--- config.mk ---
export PLATFORM = sky130hd
export DESIGN_NAME = instr_prefetch_queue
export DESIGN_NICKNAME = d
export VERILOG_FILES = /design/src/rtl/dlx_fetch_pkg.sv /design/src/rtl/pfq_fifo.sv /design/src/rtl/instr_prefetch_queue.sv
export SDC_FILE = /design/constraint.sdc
export NUM_CORES = 1
export LEC_CHECK = 0
export BUFFER_PORTS_ARGS = -buffer_cell sky130_fd_sc_hd__buf_2
export CAP_MARGIN = 30
export CORE_MARGIN = 3
export CORE_UTILIZATION = 53
export CTS_CLUSTER_SIZE = 10
export DETAILED_ROUTE_END_ITERATION = 10
export MAX_ROUTING_LAYER = met4
export PLACE_DENSITY = 0.75
export SETUP_SLACK_MARGIN = 0.3
export SYNTH_ARGS = -nofsm -noshare
export SYNTH_HDL_FRONTEND = slang
export SYNTH_SLANG_ARGS = --single-unit
export TNS_END_PERCENT = 50
--- constraint.sdc ---
create_clock -name clk -period 3.6 [get_ports clk]
set_input_delay 0 -clock clk [delete_from_list [all_inputs] [get_ports clk]]
set_output_delay 0 -clock clk [all_outputs]
set_load 0.05 [all_outputs]
--- src/rtl/dlx_fetch_pkg.sv ---
// Shared definitions for the DLX instruction fetch front end: word geometry,
// PC increment, NOP encoding and the queued-instruction record.
package dlx_fetch_pkg;

    localparam int WORD_W      = 32;
    localparam int INSTR_BYTES = 4;

    localparam logic [WORD_W-1:0] PC_INCR   = WORD_W'(INSTR_BYTES);
    localparam logic [WORD_W-1:0] NOP_INSTR = 32'h0000_0020;

    typedef struct packed {
        logic [WORD_W-1:0] instr;
        logic [WORD_W-1:0] pcPlus4;
    } pfq_entry_t;

    // Sequential successor of a fetch address; wraps naturally at 2^32.
    function automatic logic [WORD_W-1:0] nextPc(input logic [WORD_W-1:0] pc);
        return pc + PC_INCR;
    endfunction

endpackage

--- src/rtl/pfq_fifo.sv ---
// Small synchronous FIFO with flush; head word is visible combinationally
// and reads as zero while the FIFO is empty.
module pfq_fifo #(
    parameter int WIDTH = 64,
    parameter int DEPTH = 4
) (
    input  logic                         clk,
    input  logic                         reset,
    input  logic                         push,
    input  logic                         pop,
    input  logic                         flush,
    input  logic [WIDTH-1:0]             wdata,
    output logic [WIDTH-1:0]             rdata,
    output logic [$clog2(DEPTH+1)-1:0]   count,
    output logic                         full,
    output logic                         empty
);

    localparam int AW = $clog2(DEPTH);
    localparam int CW = $clog2(DEPTH+1);

    logic [WIDTH-1:0] r_mem [DEPTH];
    logic [AW-1:0]    r_rdPtr;
    logic [AW-1:0]    r_wrPtr;
    logic [CW-1:0]    r_count;
    logic             w_doPush;
    logic             w_doPop;

    assign empty    = (r_count == '0);
    assign full     = (r_count == CW'(DEPTH));
    assign count    = r_count;
    assign w_doPop  = pop && !empty;
    // A full FIFO may still accept a word when the head leaves in the same cycle.
    assign w_doPush = push && (!full || w_doPop);
    assign rdata    = empty ? '0 : r_mem[r_rdPtr];

    always_ff @(posedge clk or posedge reset) begin
        if (reset) begin
            r_rdPtr <= '0;
            r_wrPtr <= '0;
            r_count <= '0;
        end else if (flush) begin
            r_rdPtr <= '0;
            r_wrPtr <= '0;
            r_count <= '0;
        end else begin
            if (w_doPush) r_wrPtr <= r_wrPtr + AW'(1);
            if (w_doPop)  r_rdPtr <= r_rdPtr + AW'(1);
            case ({w_doPush, w_doPop})
                2'b10:   r_count <= r_count + CW'(1);
                2'b01:   r_count <= r_count - CW'(1);
                default: r_count <= r_count;
            endcase
        end
    end

    always_ff @(posedge clk) begin
        if (w_doPush && !flush) r_mem[r_wrPtr] <= wdata;
    end

endmodule

--- src/rtl/instr_prefetch_queue.sv ---
// Instruction prefetch front end: runs sequential fetches ahead of Decode,
// queues returned words with their PC+4, and squashes stale work on a redirect.
module instr_prefetch_queue
    import dlx_fetch_pkg::*;
#(
    parameter int                DEPTH     = 4,
    parameter logic [WORD_W-1:0] INIT_ADDR = '0
) (
    input  logic              clk,
    input  logic              reset,
    input  logic              redirect_valid,
    input  logic [WORD_W-1:0] redirect_addr,
    input  logic              stall,
    output logic              imem_req,
    output logic [WORD_W-1:0] imem_addr,
    input  logic              imem_rvalid,
    input  logic [WORD_W-1:0] imem_rdata,
    output logic              instr_valid,
    output logic [WORD_W-1:0] instr,
    output logic [WORD_W-1:0] instr_pc_plus_four
);

    localparam int CW = $clog2(DEPTH+1);

    logic [WORD_W-1:0] r_fetchPc;
    logic [CW-1:0]     r_outstanding;
    logic [CW-1:0]     r_drop;

    logic              w_credit;
    logic              w_resp;
    logic              w_accept;
    logic              w_pop;
    logic [CW-1:0]     w_outNext;
    pfq_entry_t        w_iqIn;
    pfq_entry_t        w_iqHead;
    logic [CW-1:0]     w_iqCount;
    logic              w_iqFull;
    logic              w_iqEmpty;
    logic [WORD_W-1:0] w_tqHead;
    logic [CW-1:0]     w_tqCount;
    logic              w_tqFull;
    logic              w_tqEmpty;

    // Queued plus in-flight words never exceed the queue size, so every response has a slot.
    assign w_credit  = ({1'b0, w_iqCount} + {1'b0, r_outstanding}) < (CW+1)'(DEPTH);
    assign imem_req  = !reset && !redirect_valid && w_credit;
    assign imem_addr = r_fetchPc;

    assign w_resp    = imem_rvalid && (r_outstanding != '0);
    assign w_accept  = w_resp && (r_drop == '0) && !redirect_valid;
    assign w_outNext = r_outstanding + CW'(imem_req) - CW'(w_resp);

    assign instr_valid        = !w_iqEmpty && !redirect_valid;
    assign w_pop              = instr_valid && !stall;
    assign instr              = w_iqHead.instr;
    assign instr_pc_plus_four = w_iqHead.pcPlus4;

    assign w_iqIn.instr   = imem_rdata;
    assign w_iqIn.pcPlus4 = w_tqHead;

    // On a redirect every request still in flight becomes a response to throw away.
    always_ff @(posedge clk or posedge reset) begin
        if (reset) begin
            r_fetchPc     <= INIT_ADDR;
            r_outstanding <= '0;
            r_drop        <= '0;
        end else begin
            r_outstanding <= w_outNext;
            if (redirect_valid) begin
                r_fetchPc <= redirect_addr;
                r_drop    <= r_outstanding - CW'(w_resp);
            end else begin
                if (imem_req) r_fetchPc <= nextPc(r_fetchPc);
                if (w_resp && (r_drop != '0)) r_drop <= r_drop - CW'(1);
            end
        end
    end

    pfq_fifo #(
        .WIDTH ($bits(pfq_entry_t)),
        .DEPTH (DEPTH)
    ) u_instrQ (
        .clk   (clk),
        .reset (reset),
        .push  (w_accept),
        .pop   (w_pop),
        .flush (redirect_valid),
        .wdata (w_iqIn),
        .rdata (w_iqHead),
        .count (w_iqCount),
        .full  (w_iqFull),
        .empty (w_iqEmpty)
    );

    // Holds PC+4 of each live request; squashed requests lose their tag at the redirect.
    pfq_fifo #(
        .WIDTH (WORD_W),
        .DEPTH (DEPTH)
    ) u_tagQ (
        .clk   (clk),
        .reset (reset),
        .push  (imem_req),
        .pop   (w_accept),
        .flush (redirect_valid),
        .wdata (nextPc(r_fetchPc)),
        .rdata (w_tqHead),
        .count (w_tqCount),
        .full  (w_tqFull),
        .empty (w_tqEmpty)
    );

    a_noQueueOverflow: assert property (@(posedge clk) disable iff (reset)
        !(w_accept && w_iqFull && !w_pop));
    a_noStrayResponse: assert property (@(posedge clk) disable iff (reset)
        !(imem_rvalid && (r_outstanding == '0)));
    a_tagsMatchLive: assert property (@(posedge clk) disable iff (reset)
        w_tqCount == (r_outstanding - r_drop));
    a_tagNoUnderflow: assert property (@(posedge clk) disable iff (reset)
        !(w_accept && w_tqEmpty));
    a_tagNoOverflow: assert property (@(posedge clk) disable iff (reset)
        !(imem_req && w_tqFull));

endmodule

After elaboration in Yosys (flattened, before gate mapping). Memory sizes are Yosys's and may differ from the RTL's. Cells that the tools add are included.

Reduce and logical (&&, ||, !) cells: 36. $lt $le $gt $ge: 1. Shift operators: 0. Bitwise logic cells: 0. Div/mod/pow operators: 0. Add/sub/neg operators: 14. Multiplexer cells: 22. Multipliers: 0. Equal/unequal tests: 6.

Operators by type and width (count): $mux 32 (3); $mux 64 (1); $add 32x3->32 const B (1); $mux 2 (8); $logic_and 1x1->1 (14); $mux 3 (4); $pmux 3 s2 (2); $reduce_bool 2->1 (6); $reduce_bool 3->1 (4); $logic_not 3->1 (3); $sub 3x1->3 const B (3); $add 2x1->2 const B (4); $logic_not 1->1 (7); $add 3x1->3 const B (2); $eq 3x3->1 const B (2); $sub 3x1->3 (2); $add 3x3->4 (1); $eq 2x1->1 const B (2); $eq 2x2->1 const B (2); $lt 4x3->1 const B (1); $mux 1 (4); $add 3x1->3 (1); $logic_or 1x1->1 (2).

Memory bits (writable): 384. Output and inout bits: 98. Logic and storage cells: 90. Flip-flop bits (word level): 52. Input bits: 69. Bits in latches: 0. Memories kept: 2. Bits in read-only memories: 0.

Memory list: u_instrQ.r_mem (words 4, bits a word 64, rd ports 1, clocked after memory_dff 0, write ports 1, RTL line pfq_fifo.sv:22) `logic [WIDTH-1:0] r_mem [DEPTH];`; u_tagQ.r_mem (words 4, bits a word 32, rd ports 1, clocked after memory_dff 0, write ports 1, RTL line pfq_fifo.sv:22).

Depth between registers and ports, before layout. Gate-level depths: netlist of run 1.

Word-level depth: 10. Mapped depth: 12. Depth with buffers taken out: 10.

Modules after synthesis. Synthesis of run 1 repeated with hierarchy kept, for this count alone.

Cells, all modules: 1043. Area, all modules: 18416.4 um^2.

By module, submodules not included: pfq_fifo at u_instrQ (cells each 468, seq. area each 7862.5 um^2, instances 1, area an instance 10244.8 um^2); pfq_fifo at u_tagQ (cells each 266, seq. area each 4018.9 um^2, instances 1, area an instance 5387.7 um^2); instr_prefetch_queue (cells each 309, seq. area each 950.9 um^2, instances 1, area an instance 2783.9 um^2).

Worst setup path after synthesis of run 1. OpenSTA, ideal clock, no wires.

Kind: register to register. Start point: register r_drop[0]. End point: memory u_instrQ.r_mem[1][0] (enable). Stages on the path, launching flop included: 6. Library setup time: 429 ps. Clock period less this slack: 3639 ps. Arrival: 3211 ps. Slack: -39 ps. Data required time: 3171 ps. Path buffers: 0. Cell sequence: dfrtp_1 -> inv_1 -> ha_1 -> or3b_2 -> a311oi_1 -> and2_1.

Longest elaborated chain between the ends: 7.

RTL lines: start: declaration (RTL line instr_prefetch_queue.sv:27) `logic [CW-1:0] r_drop;`; start signal: assignment (RTL line instr_prefetch_queue.sv:71) `r_drop <= r_outstanding - CW'(w_resp);`; start signal: assignment (RTL line instr_prefetch_queue.sv:74) `if (w_resp && (r_drop != '0)) r_drop <= r_drop - CW'(1);`; $logic_not 3->1 (RTL line instr_prefetch_queue.sv:50) `assign w_accept = w_resp && (r_drop == '0) && !redirect_valid;`; $logic_and 1x1->1 (2 in a row) (RTL line instr_prefetch_queue.sv:50); $logic_and 1x1->1 (RTL line pfq_fifo.sv:34) `assign w_doPush = push && (!full || w_doPop);`; $logic_and 1x1->1 (RTL line pfq_fifo.sv:58) `if (w_doPush && !flush) r_mem[r_wrPtr] <= wdata;`; $mux 1 (RTL line pfq_fifo.sv:58); $mux 1 (not written as such) (RTL line pfq_fifo.sv:58); end: declaration (RTL line pfq_fifo.sv:22).

No other way between the ends.

Final worst setup path of run 1.
Start point: register u_instrQ.r_count[2], in the netlist u_instrQ.count[2]. End point: memory u_tagQ.r_mem[3][30] (netlist bit) (enable).

Longest elaborated chain between the ends: 7.

RTL lines: start: declaration (RTL line pfq_fifo.sv:25) `logic [CW-1:0] r_count;`; start signal: assignment (RTL line pfq_fifo.sv:50) `2'b10: r_count <= r_count + CW'(1);`; start signal: assignment (RTL line pfq_fifo.sv:51) `2'b01: r_count <= r_count - CW'(1);`; start signal: assignment (RTL line pfq_fifo.sv:52) `default: r_count <= r_count;`; $add 3x3->4 (RTL line instr_prefetch_queue.sv:45) `assign w_credit = ({1'b0, w_iqCount} + {1'b0, r_outstanding}) < (CW+1)'(DEPTH);`; $lt 4x3->1 (RTL line instr_prefetch_queue.sv:45); $logic_and 1x1->1 (RTL line instr_prefetch_queue.sv:46) `assign imem_req = !reset && !redirect_valid && w_credit;`; $logic_and 1x1->1 (RTL line pfq_fifo.sv:34); $logic_and 1x1->1 (RTL line pfq_fifo.sv:58); $mux 1 (RTL line pfq_fifo.sv:58); $mux 1 (not written as such) (RTL line pfq_fifo.sv:58); end: declaration (RTL line pfq_fifo.sv:22).

No other way between the ends.

==> metrics, run 1 <==
max-cap viol count 0; slowest CP cell or4_1; critical-path cell list ha_1 -> or3_1 -> or4_1 -> a31oi_2 -> and2_1 -> buf_4; crit-path max FO 32; Final min period 2.93 ns; final hold slack 0.0211 ns; vias in the first global route 10100; Slew @ Worst Pin 0.972 ns; startpoint types register; CP delay by family, top simple AND/OR/NAND/NOR gates; total CTS buffers 49; average wire per standard cell 20.9 um; Die Y 190 um; CTS H-tree lvls 2; vias 9788; Peak Freq 341 MHz; CP Class register to register; met1 usage 0.293; Synth Flop Type edfxtp_1; final cycle utilization of the critical path 0.815; clock sinks 436; Residual DRC 0; Hold Crit Class input pin to async pin; final hold violations 0; Buf/Inv on CP 1; post-synthesis sequential area ratio 0.714; grt met2 use 0.325; Core Box Area 0.0329 mm2; DIE WIDTH 190 um; first-pass GRT wire length 56700 um; Initial DRC Count 762; CTS tree done; post-layout util 0.652; Syn Inst Count 994; Final HPWL DP 21900 um; first drt pass iteration count 7; Critical Path End Type register; largest net degree at the start of global routing 68; I/O Buffers 166; GP Congestion 0.804; Clock Latency Late Sink 0.54 ns; initial antenna violation count 1; FP Rows 66; crit path DAT 3.10 ns; GR Util All Layers 0.207; Pleak 7.52 nW; vias per std cell 5.73; ANT nets after route 0; yosys warns 0; share of post-route cells with drive strength above 1 0.288; Syn-to-layout area delta 19.5%; post-synth cell types 53; GRT Max-Usage Layer met2; GR Overflow Total 0; synthesized area per cell 18.1 um2; fill count 2187; Root Buffer clkbuf_16; Worst path max stage delay 0.52 ns; met3 Resource Use GR 0.0308; # nets final 1338; Final Total Pwr 13.0 mW; Power Dens Cells 607 mW/mm2; synthesized area 0.0180 mm2; CP Data Required Time 3.77 ns; Initial Util 0.545; peak supply drop 0.428 mV; status finished, final reports clean; die area 0.0362 mm2; Setup Skew 0.0259 ns; # setup viols final 0; RSZ-0062 raised after global routing no; EDFF count, synth 384; Slew headroom 0.351; I/O pin total 167; flops & latches, synth 436; Post-Syn Nets 1084; Max Slew Vio Count 0; drt total wl 35800 um; clock slew at reported path FFs 0.06 ns; Max clock buf depth 3; FFs w/ async S/R, synth 0.119
## stage by stage
| stage | cells | worst slack [ns] | setup TNS (ns) | area (um2) |
|---|---|---|---|---|
| finish | 1708 | 0.665 | 0 | 21500 |
| global route | 1708 | 0.527 | 0 | 21500 |
| CTS | 1707 | 0.664 | 0 | 21500 |
| detailed placement | 1572 | 0.703 | 0 | 19500 |
| global placement | 1572 | 0.720 | 0 | 19500 |
| floorplan | 994 | -0.0384 | -4.92 | 18000 |
## logic make-up after synthesis
group | share of synthesized area
buf+inv | 0.0186
compound gates | 0.0324
fa+ha+maj | 0.0159
xor+xnor | 0.0195
simple gates | 0.0751
flops | 0.714
mux | 0.124
## synth_stat cells, types with 4 or more instances
master      n  share of area
edfxtp_1  384           0.64
nor2b_1    98          0.034
mux4_2     96           0.12
dfrtp_1    52          0.072
clkbuf_1   35         0.0073
nand2_1    32         0.0067
nor2_1     25         0.0052
xnor2_1    25          0.012
inv_1      19         0.0040
nand3_1    19         0.0053
ha_1       18          0.013
o21ai_0    16         0.0045
xor2_1     15         0.0073
a221o_1    14         0.0078
and2_1     14         0.0049
nor3_1     12         0.0033
buf_2      11         0.0031
a21o_1     10         0.0042
a22oi_1     9         0.0038
nand4_1     8         0.0028
a21oi_1     6         0.0017
buf_1       6         0.0013
or3_1       6         0.0021
and4_1      5         0.0024
nand2b_1    5         0.0017
o311ai_0    5         0.0024
mux2_2      4         0.0025
## registers in the layout, indices dropped and copies added, names as in the netlist, 3 cells and up
name            flops
imem_addr          32
r_drop              3
r_outstanding       3
u_instrQ.count      3
u_instrQ.r_mem    256
u_tagQ.count        3
u_tagQ.r_mem      128
## routing by layer
metal | vias up | wire length (um) | share of wire
met2 | 414 | 17300 | 0.48
met4 | 0 | 629 | 0.018
met5 | - | 0 | 0
li1 | 4381 | - | -
met1 | 4942 | 15400 | 0.43
met3 | 51 | 2430 | 0.068
## worst min-delay path, stage by stage
cell and delay, ns:
dlygate4sd3_1 0.54, buf_2 0.14, inv_2 0.30
## power breakdown
group          switching, mW  total (mW)  internal [mW]
sequential             0.244        6.23           5.99
combinational           1.69        2.52          0.832
clock                   1.74        4.28           2.54
total                   3.67        13.0           9.35
## layout make-up
| cell class | count | area (um2) | share of cell area |
|---|---|---|---|
| clock inverter | 1 | 16.3 | 0.000757 |
| inverter | 20 | 80.1 | 0.00373 |
| multi-input combinational | 481 | 4830 | 0.225 |
| clock buffer | 67 | 1340 | 0.0622 |
| timing repair buffer | 260 | 1830 | 0.0852 |
| sequential | 436 | 12800 | 0.598 |
| antenna | 1 | 2.50 | 0.000116 |
| tap | 442 | 553 | 0.0257 |
## layout by cell type (no fill, tap or decap), types with 4 or more instances in the layout
master and instances:
nand4_1 8, clkbuf_1 15, buf_4 17, dfrtp_1 49, edfxtp_1 384, buf_2 166, a22oi_1 9, dlygate4sd3_1 67
and2_1 10, xor2_1 15, nor2_1 25, a221o_1 14, clkbuf_16 50, or3_1 6, nand2b_1 5, and2_2 4
ha_1 18, a21o_1 10, o21ai_0 16, mux2_2 4, mux4_2 96, a21oi_1 6, nand3_1 19, nand2_1 32
buf_12 10, nor2b_1 98, nor3_1 10, inv_1 18, xnor2_1 25, o311ai_0 5, and4_1 5
## what timing repair did
item	in CTS	in global routing
hold buffers	67	0
hold endpoints to repair	220	0
buffers inserted	0	0
endpoints found under the setup margin	0	0
gates resized for setup	0	0
## path summary, 6_finish.rpt
kind                                    from             endpoint  slack, ns  cells after the start
max reg2reg                u_instrQ.count[2]  u_tagQ.r_mem[3][30]       0.67                      6
min reg2reg                     imem_addr[5]         imem_addr[5]       0.57                      2
min in group clk                       stall  u_instrQ.r_rdPtr[0]       0.04                      4
max                        u_instrQ.count[2]  u_tagQ.r_mem[3][30]       0.67                      6
min                                    reset     r_outstanding[2]       0.02                      3
max in group asynchronous              reset        imem_addr[20]       2.75                      4
Note: power is estimated with default switching activity, not from simulation.
==> run 2, diff against run 1 <==
- CORE_UTILIZATION: 53 -> 55
- clock period: 3.6 -> 2.9 ns (I/O delays scaled with it)
==> metrics, run 2 (same netlist as run 1, synthesis figures left out) <==
Max clock buf depth 3 (unchanged); R2R Path End r_outstanding[2]; vias 10100 (+2.8%); Final min period 2.66 ns (-0.273 ns); internal reg-to-reg setup slack 0.24 ns (-0.43 ns); vias per std cell 5.78 (+0.78%); first-pass GRT wire length 58300 um (+2.8%); Setup TNS 0 ns (unchanged); critical path endpoint r_outstanding[2]; RR Startpoint u_instrQ.count[2]; Residual DRC 0 (unchanged); final hold violations 0 (unchanged); Root Buffer clkbuf_16; Largest register FFs 256 (unchanged); Biggest register u_instrQ.r_mem; drt total wl 36800 um (+2.8%); Initial Util 0.564 (+0.0183); Clock Latency Late Sink 0.55 ns (about the same); # setup viols final 0 (unchanged); clock slew at reported path FFs 0.05 ns (about the same); die area 0.0349 mm2 (-3.5%); Hold Crit Class input pin to register; # nets final 1363 (+1.9%); final worst setup slack 0.238 ns (-0.427 ns); Peak Freq 376 MHz (+10%); dpl ws 0.206 ns (-0.498 ns); CTS tree done; fill count 2045 (-6.5%); first drt pass iteration count 5 (-2); FP Rows 65 (-1.5%); Critical Path End Type register; average wire per standard cell 21.1 um (+0.80%); I/O pin total 167 (unchanged); initial antenna violation count 0 (-1); clock sinks 436 (unchanged); total CTS buffers 50 (+2.0%); Power Dens Cells 757 mW/mm2 (+25%); startpoint types register; commonest non-fill, non-tap cell in the layout edfxtp_1; Sw Ratio 0.285 (+0.00262); status finished, final reports clean; Setup Skew 0.0191 ns (-0.00675 ns); vias in the first global route 10300 (+2.3%); Pleak 7.71 nW (+2.6%); Max Slew Vio Count 0 (unchanged); sequential share of power 0.465 (-0.013); GR Overflow Total 0 (unchanged); Core Box Area 0.0319 mm2 (-3.2%); CP Class register to register; FF+latch area 0.0128 mm2 (about the same); sw power 4.73 mW (+29%); final cycle utilization of the critical path 0.918 (+0.103); crit path DAT 3.09 ns (about the same); Syn-to-layout area delta 22.1%; Initial DRC Count 717 (-5.9%); most frequent cells in the layout edfxtp_1, buf_2, nor2b_1; CTS H-tree lvls 2 (unchanged); crit-path max FO 9 (-72%); GR Util All Layers 0.216 (+0.00974); GP Congestion 0.837 (+4.1%); area of the multi-input gates 0.00489 mm2 (+1.3%); cell depth of the worst flop-to-flop path 9 (+3); DIE WIDTH 187 um (-1.8%); max-cap viol count 0 (unchanged); RSZ-0062 raised after global routing yes; Final HPWL DP 21700 um (-1.0%); Slew headroom 0.389 (+0.0373); Slew @ Worst Pin 0.916 ns (-0.0559 ns); Int Pwr 11.9 mW (+27%); clock share of power 0.331 (+0.003); Crit. Startpoint u_instrQ.count[2]; largest net degree at the start of global routing 68 (unchanged); I/O Buffers 166 (unchanged); share of post-route cells with drive strength above 1 0.307 (+0.0193); combinational share of power 0.204 (+0.011); ANT nets after route 0 (unchanged); peak supply drop 0.564 mV (+32%); CP Data Required Time 3.33 ns (-0.44 ns); Die Y 187 um (-1.8%)
==> run 2: cell count changes in the layout (fill, tap and decap cells not counted), sizes merged <==
cell         delta
buf            +21
clkbuf         +15
clkinvlp        +1
dlygate4sd3     +2
inv             +2
==> run 2: area by class of cell <==
class | instances | share of cell area
sequential | 436 | 0.585
tap | 435 | 0.0248
timing repair buffer | 284 | 0.0978
clock buffer | 81 | 0.0633
inverter | 20 | 0.00399
clock inverter | 4 | 0.00205
antenna | 1 | 0.000114
multi-input combinational | 481 | 0.223
==> run 2: power groups by stage <==
stage / clock network, mW / logic, mW / registers (mW)
after global routing: 5.88 / 3.64 / 7.76
after CTS: 5.62 / 3.27 / 7.71
after detailed placement: 0 / 3.15 / 7.83
final: 5.50 / 3.39 / 7.72
after global placement: 0 / 3.08 / 7.81
after floorplan: 0 / 2.04 / 8.03
==> run 2: stage by stage <==
step	utilization	total power, mW	instances	area [um2]	hold WS (ns)
after floorplan	-	10.1	994	18000	0.0989
after global placement	0.615	10.9	1575	19600	-0.00874
after detailed placement	0.615	11.0	1575	19600	0.000320
after CTS	0.682	16.6	1730	21800	0.102
after global routing	0.688	17.3	1741	21900	0.163
final	0.688	16.6	1742	21900	0.128
==> run 2: what timing repair did <==
action | in CTS | in global routing
gates resized for setup | 6 | 18
pin swaps | 1 | 7
buffers inserted | 1 | 10
endpoints found under the setup margin | 122 | 128
hold endpoints to repair | 219 | 0
cloned | 0 | 1
hold buffers | 69 | 0
==> run 2: worst min path at each step <==
stage,from,end,depth (start not counted)
detailed placement,reset,r_drop[2],2
floorplan,imem_rdata[0],u_instrQ.r_mem[0][32],0
CTS,imem_rvalid,r_drop[1],6
global placement,reset,r_drop[0],2
finish,imem_rvalid,r_drop[1],6
global route,imem_rvalid,r_drop[1],6
==> run 2: worst max-delay path, cell delays in order (launching register included) <==
cell,delay (ns)
dfrtp_2,0.45
ha_4,0.25
or3_4,0.31
or4_4,0.59
clkinv_8,0.11
ha_4,0.13
inv_2,0.04
fa_2,0.40
xnor2_2,0.16
xnor2_1,0.12
==> run 2: layer usage <==
layer	GRT usage	vias up	wire length (um)
li1	-	4460	-
met1	0.302	5140	15600
met2	0.335	398	18000
met3	0.0425	63	2450
met4	0.0555	0	752
met5	-	-	0
